===== src/rtl/tick_period_meter_if.sv =====
// Game-tick interface between the tick source (master) and the period meter (slave).
// The master drives the tick pulse; the meter drives all measurement results.
interface tick_period_meter_if #(
    parameter int CNT_W = 29
);
    logic             tick_pulse;
    logic [CNT_W-1:0] period;
    logic             period_valid;
    logic [3:0]       level;
    logic             faster;
    logic             restarted;
    logic             stalled;
    logic [15:0]      tick_count;

    modport master (
        output tick_pulse,
        input  period, period_valid, level, faster, restarted, stalled, tick_count
    );

    modport slave (
        input  tick_pulse,
        output period, period_valid, level, faster, restarted, stalled, tick_count
    );
endinterface


===== src/rtl/tick_period_meter.sv =====
// Measures the CLOCK_50 cycle count between game ticks, derives a speed level,
// flags speed-ups/restarts and detects a stalled tick source.
module tick_period_meter #(
    parameter int CNT_W        = 29,
    parameter int TIMEOUT      = 1048576,
    parameter int START_PERIOD = 572448,
    parameter int LEVEL_SHIFT  = 15
) (
    input logic                  CLOCK_50,
    input logic                  reset,
    tick_period_meter_if.slave   bus
);
    localparam logic [CNT_W-1:0] TIMEOUT_C = CNT_W'(TIMEOUT);
    localparam logic [CNT_W-1:0] START_C   = CNT_W'(START_PERIOD);
    localparam logic [CNT_W-1:0] ONE_C     = CNT_W'(1);
    localparam logic [CNT_W-1:0] LVL_MAX_C = CNT_W'(15);

    typedef enum logic [1:0] {IDLE, ARMED, RUN, STALL} state_t;

    state_t           state, state_next;
    logic [CNT_W-1:0] cnt, cnt_next;
    logic [CNT_W-1:0] prev, prev_next;
    logic [CNT_W-1:0] period_q, period_next;
    logic [3:0]       level_q, level_next;
    logic             valid_q, valid_next;
    logic             faster_q, faster_next;
    logic             restarted_q, restarted_next;
    logic             stalled_q, stalled_next;
    logic [15:0]      count_q, count_next;
    logic [CNT_W-1:0] diff, shifted;
    logic [3:0]       level_calc;
    logic             tick;

    assign tick = bus.tick_pulse;

    // Level of the interval currently held in cnt, used only when a tick closes it.
    always_comb begin
        diff    = START_C - cnt;
        shifted = diff >> LEVEL_SHIFT;
        if (cnt >= START_C)
            level_calc = 4'd0;
        else if (shifted > LVL_MAX_C)
            level_calc = 4'd15;
        else
            level_calc = shifted[3:0];
    end

    always_ff @(posedge CLOCK_50 or posedge reset) begin
        if (reset)
            state <= IDLE;
        else
            state <= state_next;
    end

    always_comb begin
        state_next = state;
        case (state)
            IDLE:       if (tick) state_next = ARMED;
            ARMED, RUN: begin
                if (tick)
                    state_next = RUN;
                else if (cnt == TIMEOUT_C)
                    state_next = STALL;
            end
            STALL:      if (tick) state_next = ARMED;
            default:    state_next = IDLE;
        endcase
    end

    always_comb begin
        cnt_next       = cnt;
        prev_next      = prev;
        period_next    = period_q;
        level_next     = level_q;
        valid_next     = 1'b0;
        faster_next    = 1'b0;
        restarted_next = 1'b0;
        count_next     = tick ? count_q + 16'd1 : count_q;
        stalled_next   = (state_next == STALL);
        case (state)
            IDLE, STALL: begin
                // A stalled interval is discarded: re-arm without producing a strobe.
                if (tick) cnt_next = ONE_C;
            end
            ARMED, RUN: begin
                if (tick) begin
                    period_next = cnt;
                    level_next  = level_calc;
                    valid_next  = 1'b1;
                    if (state == RUN) begin
                        faster_next    = (cnt < prev);
                        restarted_next = (cnt > prev);
                    end
                    prev_next = cnt;
                    cnt_next  = ONE_C;
                end else if (cnt != TIMEOUT_C) begin
                    cnt_next = cnt + ONE_C;
                end
            end
            default: cnt_next = '0;
        endcase
    end

    always_ff @(posedge CLOCK_50 or posedge reset) begin
        if (reset) begin
            cnt         <= '0;
            prev        <= '0;
            period_q    <= '0;
            level_q     <= '0;
            valid_q     <= 1'b0;
            faster_q    <= 1'b0;
            restarted_q <= 1'b0;
            stalled_q   <= 1'b0;
            count_q     <= '0;
        end else begin
            cnt         <= cnt_next;
            prev        <= prev_next;
            period_q    <= period_next;
            level_q     <= level_next;
            valid_q     <= valid_next;
            faster_q    <= faster_next;
            restarted_q <= restarted_next;
            stalled_q   <= stalled_next;
            count_q     <= count_next;
        end
    end

    assign bus.period       = period_q;
    assign bus.period_valid = valid_q;
    assign bus.level        = level_q;
    assign bus.faster       = faster_q;
    assign bus.restarted    = restarted_q;
    assign bus.stalled      = stalled_q;
    assign bus.tick_count   = count_q;
endmodule


===== src/flat_wrapper.sv =====
// flat-port wrapper written by rule: the top's interface ports become plain ports
module tick_period_meter_flat 
#(
    parameter int CNT_W        = 29,
    parameter int TIMEOUT      = 1048576,
    parameter int START_PERIOD = 572448,
    parameter int LEVEL_SHIFT  = 15
)
  (CLOCK_50, reset, bus_tick_pulse, bus_period, bus_period_valid, bus_level, bus_faster, bus_restarted, bus_stalled, bus_tick_count);
  tick_period_meter_if #(.CNT_W(CNT_W)) bus_i ();
  input logic CLOCK_50;
  input logic reset;
  input wire logic [$bits(bus_i.tick_pulse)-1:0] bus_tick_pulse;
  output wire logic [$bits(bus_i.period)-1:0] bus_period;
  output wire logic [$bits(bus_i.period_valid)-1:0] bus_period_valid;
  output wire logic [$bits(bus_i.level)-1:0] bus_level;
  output wire logic [$bits(bus_i.faster)-1:0] bus_faster;
  output wire logic [$bits(bus_i.restarted)-1:0] bus_restarted;
  output wire logic [$bits(bus_i.stalled)-1:0] bus_stalled;
  output wire logic [$bits(bus_i.tick_count)-1:0] bus_tick_count;
  assign bus_i.tick_pulse = bus_tick_pulse;
  assign bus_period = bus_i.period;
  assign bus_period_valid = bus_i.period_valid;
  assign bus_level = bus_i.level;
  assign bus_faster = bus_i.faster;
  assign bus_restarted = bus_i.restarted;
  assign bus_stalled = bus_i.stalled;
  assign bus_tick_count = bus_i.tick_count;
  tick_period_meter #(.CNT_W(CNT_W), .TIMEOUT(TIMEOUT), .START_PERIOD(START_PERIOD), .LEVEL_SHIFT(LEVEL_SHIFT)) u_core (.CLOCK_50(CLOCK_50), .reset(reset), .bus(bus_i));
endmodule

===== config.mk =====
export PLATFORM = sky130hd
export DESIGN_NAME = tick_period_meter_flat
export DESIGN_NICKNAME = d
export VERILOG_FILES = /design/src/rtl/tick_period_meter_if.sv /design/src/rtl/tick_period_meter.sv /design/src/flat_wrapper.sv
export SDC_FILE = /design/constraint.sdc
export NUM_CORES = 1
export LEC_CHECK = 0
export CAP_MARGIN = 20
export CELL_PAD_IN_SITES_DETAIL_PLACEMENT = 1
export CELL_PAD_IN_SITES_GLOBAL_PLACEMENT = 1
export CORE_MARGIN = 4
export CORE_UTILIZATION = 47
export CTS_CLUSTER_DIAMETER = 200
export DETAILED_ROUTE_END_ITERATION = 6
export PLACE_DENSITY_LB_ADDON = 0.1
export SLEW_MARGIN = 20
export SYNTH_ARGS = -nofsm -noshare
export SYNTH_HDL_FRONTEND = slang
export SYNTH_SLANG_ARGS = --single-unit

===== constraint.sdc =====
create_clock -name CLOCK_50 -period 5.2 [get_ports CLOCK_50]
set_clock_uncertainty 0.2 [all_clocks]
set_input_delay 1.04 -clock CLOCK_50 [delete_from_list [all_inputs] [get_ports CLOCK_50]]
set_output_delay 1.04 -clock CLOCK_50 [all_outputs]
set_load 0.1 [all_outputs]

Yosys cells after proc, flatten, opt, wreduce, memory -nomap -nowiden:

Index checks and enable logic that the tools add are counted.

* flip-flop bits (word level): 84
* input port bits: 3
* output and inout bits: 53
* logic and storage cells: 47

* add/sub/neg operators: 3
* order comparisons: 4
* equality and inequality tests: 8
* mux-type cells: 18
* reductions and logical operators: 5

Operators by type and width (number)
* two-way mux 29 bit: 3
* case mux 29 bit (2 select lines): 1
* adder 29 x 1 -> 29 bit, second input constant: 1
* == test 29 x 21 -> 1 bit, second input constant: 1
* >= comparator 29 x 20 -> 1 bit, second input constant: 1
* greater-than comparator 29 bit: 1
* less-than comparator 29 bit: 1
* inequality test 29 x 21 -> 1 bit, second input constant: 1
* subtractor 20 x 29 -> 29 bit, first input constant: 1
* adder 16 x 1 -> 16 bit, second input constant: 1
* greater-than comparator 14 x 4 -> 1 bit, second input constant: 1
* two-way mux 1 bit: 8
* two-way mux 4 bit: 2
* == test 2 bit, second input constant: 3
* two-way mux 2 bit: 3
* case mux 2 bit (2 select lines): 1
* AND reduction 2 bit: 2
* OR reduction 2 bit: 2
* inequality test 3 x 2 -> 1 bit, second input constant: 1
* == test 2 x 1 -> 1 bit, second input constant: 1
* logical NOT 2 bit: 1
* inequality test 2 x 1 -> 1 bit, second input constant: 1

Logic depth before layout (Yosys ltp):

* depth after elaboration: 5
* mapped depth: 10
* mapped depth without buffers: 9

Least setup slack after synthesis:

Ideal clock, no wire load.

* path type: register -> register
* from: register u_core.cnt[0]
* to: register u_core.level_q[1], in the netlist u_core.bus.level[1]
* setup time: 0.126 ns
* data arrival time: 2.561 ns
* required time: 4.874 ns
* slack: 2.313 ns
* stages on the path, launching flop included: 10
* path buffers: 0
* clock period less this slack: 2.887 ns
* cell sequence: dfrtp_1 > inv_1 > ha_1 > or4b_4 > o2bb2ai_2 > o221ai_4 > mux2_1 > nor4_2 > a41oi_2 > a221o_1

* word-level cells in the longest chain between the ends: 4
* elaborated cells on any way between the ends: 5
* classes of those cells: 1 x add/sub; 2 x order compare; 2 x mux

Ends and longest elaborated chain
* start: declaration: RTL line tick_period_meter.sv:21 `logic [CNT_W-1:0] cnt, cnt_next;`
* start signal: assignment: RTL line tick_period_meter.sv:116 `cnt <= cnt_next;`
* subtractor 20 x 29 -> 29 bit: RTL line tick_period_meter.sv:38 `diff = START_C - cnt;`
* greater-than comparator 14 x 4 -> 1 bit: RTL line tick_period_meter.sv:42 `else if (shifted > LVL_MAX_C)`
* two-way mux 4 bit: RTL line tick_period_meter.sv:42
* two-way mux 4 bit *: RTL line tick_period_meter.sv:40 `if (cnt >= START_C)`
* end signal: assignment: RTL line tick_period_meter.sv:119 `level_q <= level_next;`
* end: declaration: RTL line tick_period_meter.sv:24 `logic [3:0] level_q, level_next;`

Mark *: on every way between the ends. The rest lies on a longest branch, timed or not.
A chain may end at the register's enable or synchronous reset.

Worst setup path in the final report:

* from: input port bus_tick_pulse
* to: register u_core.level_q[2], in the netlist u_core.bus.level[2]

* word-level cells in the longest chain between the ends: 1

Ends and longest elaborated chain
* start: declaration: RTL line flat_wrapper.sv:13 `input wire logic [$bits(bus_i.tick_pulse)-1:0] bus_tick_pulse;`
* AND reduction 2 bit (no line)

Every way passes these cells.

==> summary.md <==
| Metric | Value |
|---|---|
| Synth Instances | `between 500 and 600` |
| Area contributors post-synth | `dfrtp_1 42%, ha_1 8.3%, xor2_1 4.2%, o21ai_0 4.0%, nand2_1 3.7%` |
| CTS sink count | `between 80 and 90` |
| Area Overhead vs Synth | `14.7%` |
| Hold_ws | `a little under 0.3 ns` |
| Sw frac | `0.453` |
| GRT Total Usage | `0.209` |
| Final setup viols | `0` |
| Setup TNS | `0 ns` |
| Initial drt markers | `between 150 and 200` |
| DIE AREA | `approximately 12000 sq um` |
| Final WL | `about 12000 um` |
| CTS tree | `done` |
| Async SR Flop Fraction | `1.00` |
| GP Congestion | `0.834` |
| Design internal power | `1.27 mW` |
| Initial Util | `0.482` |
| CTS clk-pin slew, worst paths | `~0.090 ns` |
| Maximum level of the CTS H-tree | `3` |
| Worst-case vdd ir drop | `between 400 and 500 uV` |
| Site Rows | `37` |
| Antenna Nets Post-Route | `0` |
| Synth cell types | `67` |
| Required time of the critical path | `5.25 ns` |
| Boundary Pins | `56` |
| M2 GR Usage | `0.357` |
| Initial antenna violation count | `0` |
| Die height | `roughly 110 um` |
| Post-synth EDFFs | `0` |
| M1 GR Usage | `0.273` |
| Die width | `~110 um` |
| Clock Power Share | `0.225` |
| Setup Buffers After CTS | `0` |
| Global-route wire length before repair | `around 21000 um` |
| Vias in the first global route | `4257` |
| GRT Residual Overflow | `0` |
| Crit. End Element | `flop` |
| GRT Max-Usage Layer | `met2` |
| FF-to-FF path depth | `7` |
| CP max FO | `39` |
| Non-filler instance count after layout | `between 700 and 800` |
| Pwr dens | `between 400 and 500 nW/um^2` |
| Share of cells above drive strength 1 | `0.0708` |
| Flop pwr share | `0.352` |
| Syn Std Cell Area | `a little under 5000 sq um` |
| Pre-antenna DRT Iters | `5` |
| Final nets | `596` |
| Hold Crit Depth | `1` |
| Worst setup SP type | `primary input` |
| Net count after synthesis | `between 500 and 600` |
| Worst Max-Slew Pin Slew | `between 0.9 and 1 ns` |
| Post-DP HPWL | `8920 um` |
| Status | `complete, no violations` |
| Crit path kind | `in2reg` |
| NetSw | `1.05 mW` |
| Worst hold path class | `reg2reg` |
| Fmax | `285 MHz` |
| Clock root buffer | `clkbuf_8` |
| Largest net degree at the start of global routing | `approximately 50` |
| Relative slew slack | `0.332` |
| GRT met3 Usage | `0.0278` |
| Synthesis-stage register bit count | `84` |
| Main flop type after synthesis | `dfrtp_1` |
| Post-synthesis sequential area ratio | `0.423` |
| Crit path DAT | `3.56 ns` |
| Most numerous cell in the Yosys netlist | `dfrtp_1` |
| Vias per cell | `5.59` |
| RSZ-0062 raised after global routing | `false` |
| # resized after CTS | `0` |
| Hold buffer count at cts | `0` |
| Fin crit period | `3.51 ns` |
| Clock Latency Late Sink | `between 0.3 and 0.4 ns` |
| Synth Warn # | `0` |
| Syn Area/Cell | `between 9 and 10 sq um` |
| Port buffer count | `55` |
| Overall Power | `around 2.3 mW` |
| Fin. max-slew vios | `0` |
| Total of max-cap violations | `0` |
| Period utilisation layout | `0.675` |
| Drt wl/cell | `approximately 17 um` |
| Fin util | `0.552` |
| Final hold violations | `0` |
| Leakage | `between 2 and 2.5 nW` |
| Cell taking the most area after synthesis | `dfrtp_1` |
| Yosys top cell area share | `0.423` |
| Clk buf depth | `2` |
| Core area | `approximately 10000 sq um` |
| Top post-synthesis cells by count | `84 x dfrtp_1, 49 x nand2_1, 44 x nor2_1` |
| Placed cells | `roughly 700` |
| Comb power frac | `0.423` |
| Via count | `between 3000 and 4000` |
| Final routed DRC violation total | `0` |
| N_diodes | `0` |
| Num CTS Buffers | `9` |
logic make-up (layout without fill, tap and decap cells):
family,after synthesis,in the layout,share of synthesized area
DFF,84,84,0.423
muxes,4,4,0.00881
and+or+nand+nor,188,188,0.200
buffers and inverters,72,116,0.0783
xor gates and xnor gates,44,44,0.0775
adders and majority gates,33,33,0.0831
AOI/OAI and AO/OA,96,96,0.129
power by group through the flow:
| stage | clock network, mW | logic [mW] | registers [mW] |
|---|---|---|---|
| after global placement | 0 | 0.966 | 0.826 |
| after CTS | 0.537 | 0.988 | 0.819 |
| after global routing | 0.573 | 1.04 | 0.835 |
| after floorplan | 0 | 0.315 | 1.24 |
| final | 0.523 | 0.982 | 0.816 |
| after detailed placement | 0 | 0.986 | 0.827 |
sequential cells by signal, summed over array words and instances, names as in the netlist:
register / count
u_core.bus.restarted: 1
u_core.cnt: 29
u_core.bus.tick_count: 16
u_core.bus.level: 4
u_core.prev: 29
u_core.state: 2
u_core.bus.period_valid: 1
u_core.bus.faster: 1
u_core.bus.stalled: 1
worst paths after layout:
check	startpoint	end	slack [ns]
max	bus_tick_pulse	u_core.bus.level[2]	1.69
min	u_core.bus.tick_count[15]	u_core.bus.tick_count[15]	0.29
max reg2reg	u_core.cnt[26]	u_core.bus.restarted	2.05
min reg2reg	u_core.bus.tick_count[15]	u_core.bus.tick_count[15]	0.29
max in group asynchronous	reset	u_core.cnt[2]	2.87
min in group asynchronous	reset	u_core.prev[28]	0.94
cell type report:
class / count / area (sq um)
flip-flops and latches: 84 / 2100
clock buffers: 12 / 145
fillers: 1184 / 4620
repair buffers: 58 / 573
multi-input cells: 365 / 2480
well taps: 136 / 170
inverters: 42 / 159
clock inverters: 4 / 72.6
critical path: stages:
cell	delay, ns
clkdlybuf4s50_1	0.40
buf_4	0.27
nand2_1	0.25
clkinv_1	0.66
nand4b_1	0.49
inv_1	0.12
a221o_1	0.31
per-stage QoR:
stage | cell area (sq um) | setup WS (ns)
floorplan | 4970 | 1.79
global placement | 5480 | 1.46
detailed placement | 5480 | 1.31
CTS | 5700 | 1.71
global route | 5700 | 1.47
finish | 5700 | 1.69
metal layers:
metal	wire length [um]	share of wire
met1	5640	0.46
met2	6040	0.50
met3	246	0.020
met4	207	0.017
met5	0	0
cell usage in the layout (no fill, tap or decap), types with 4 or more instances in the layout:
cell,n
a21o_1,8
a21oi_1,18
inv_1,40
nand4_1,13
or3_1,4
nor2_1,44
and3_1,12
and4_1,6
nand3_1,21
xnor2_1,20
ha_1,33
clkdlybuf4s50_1,55
dfrtp_1,84
nor2b_1,5
clkbuf_8,10
o21ai_0,40
nor3_1,6
nand2_1,49
xor2_1,24
nor4_1,5
Power figures use the tool's default switching activity.
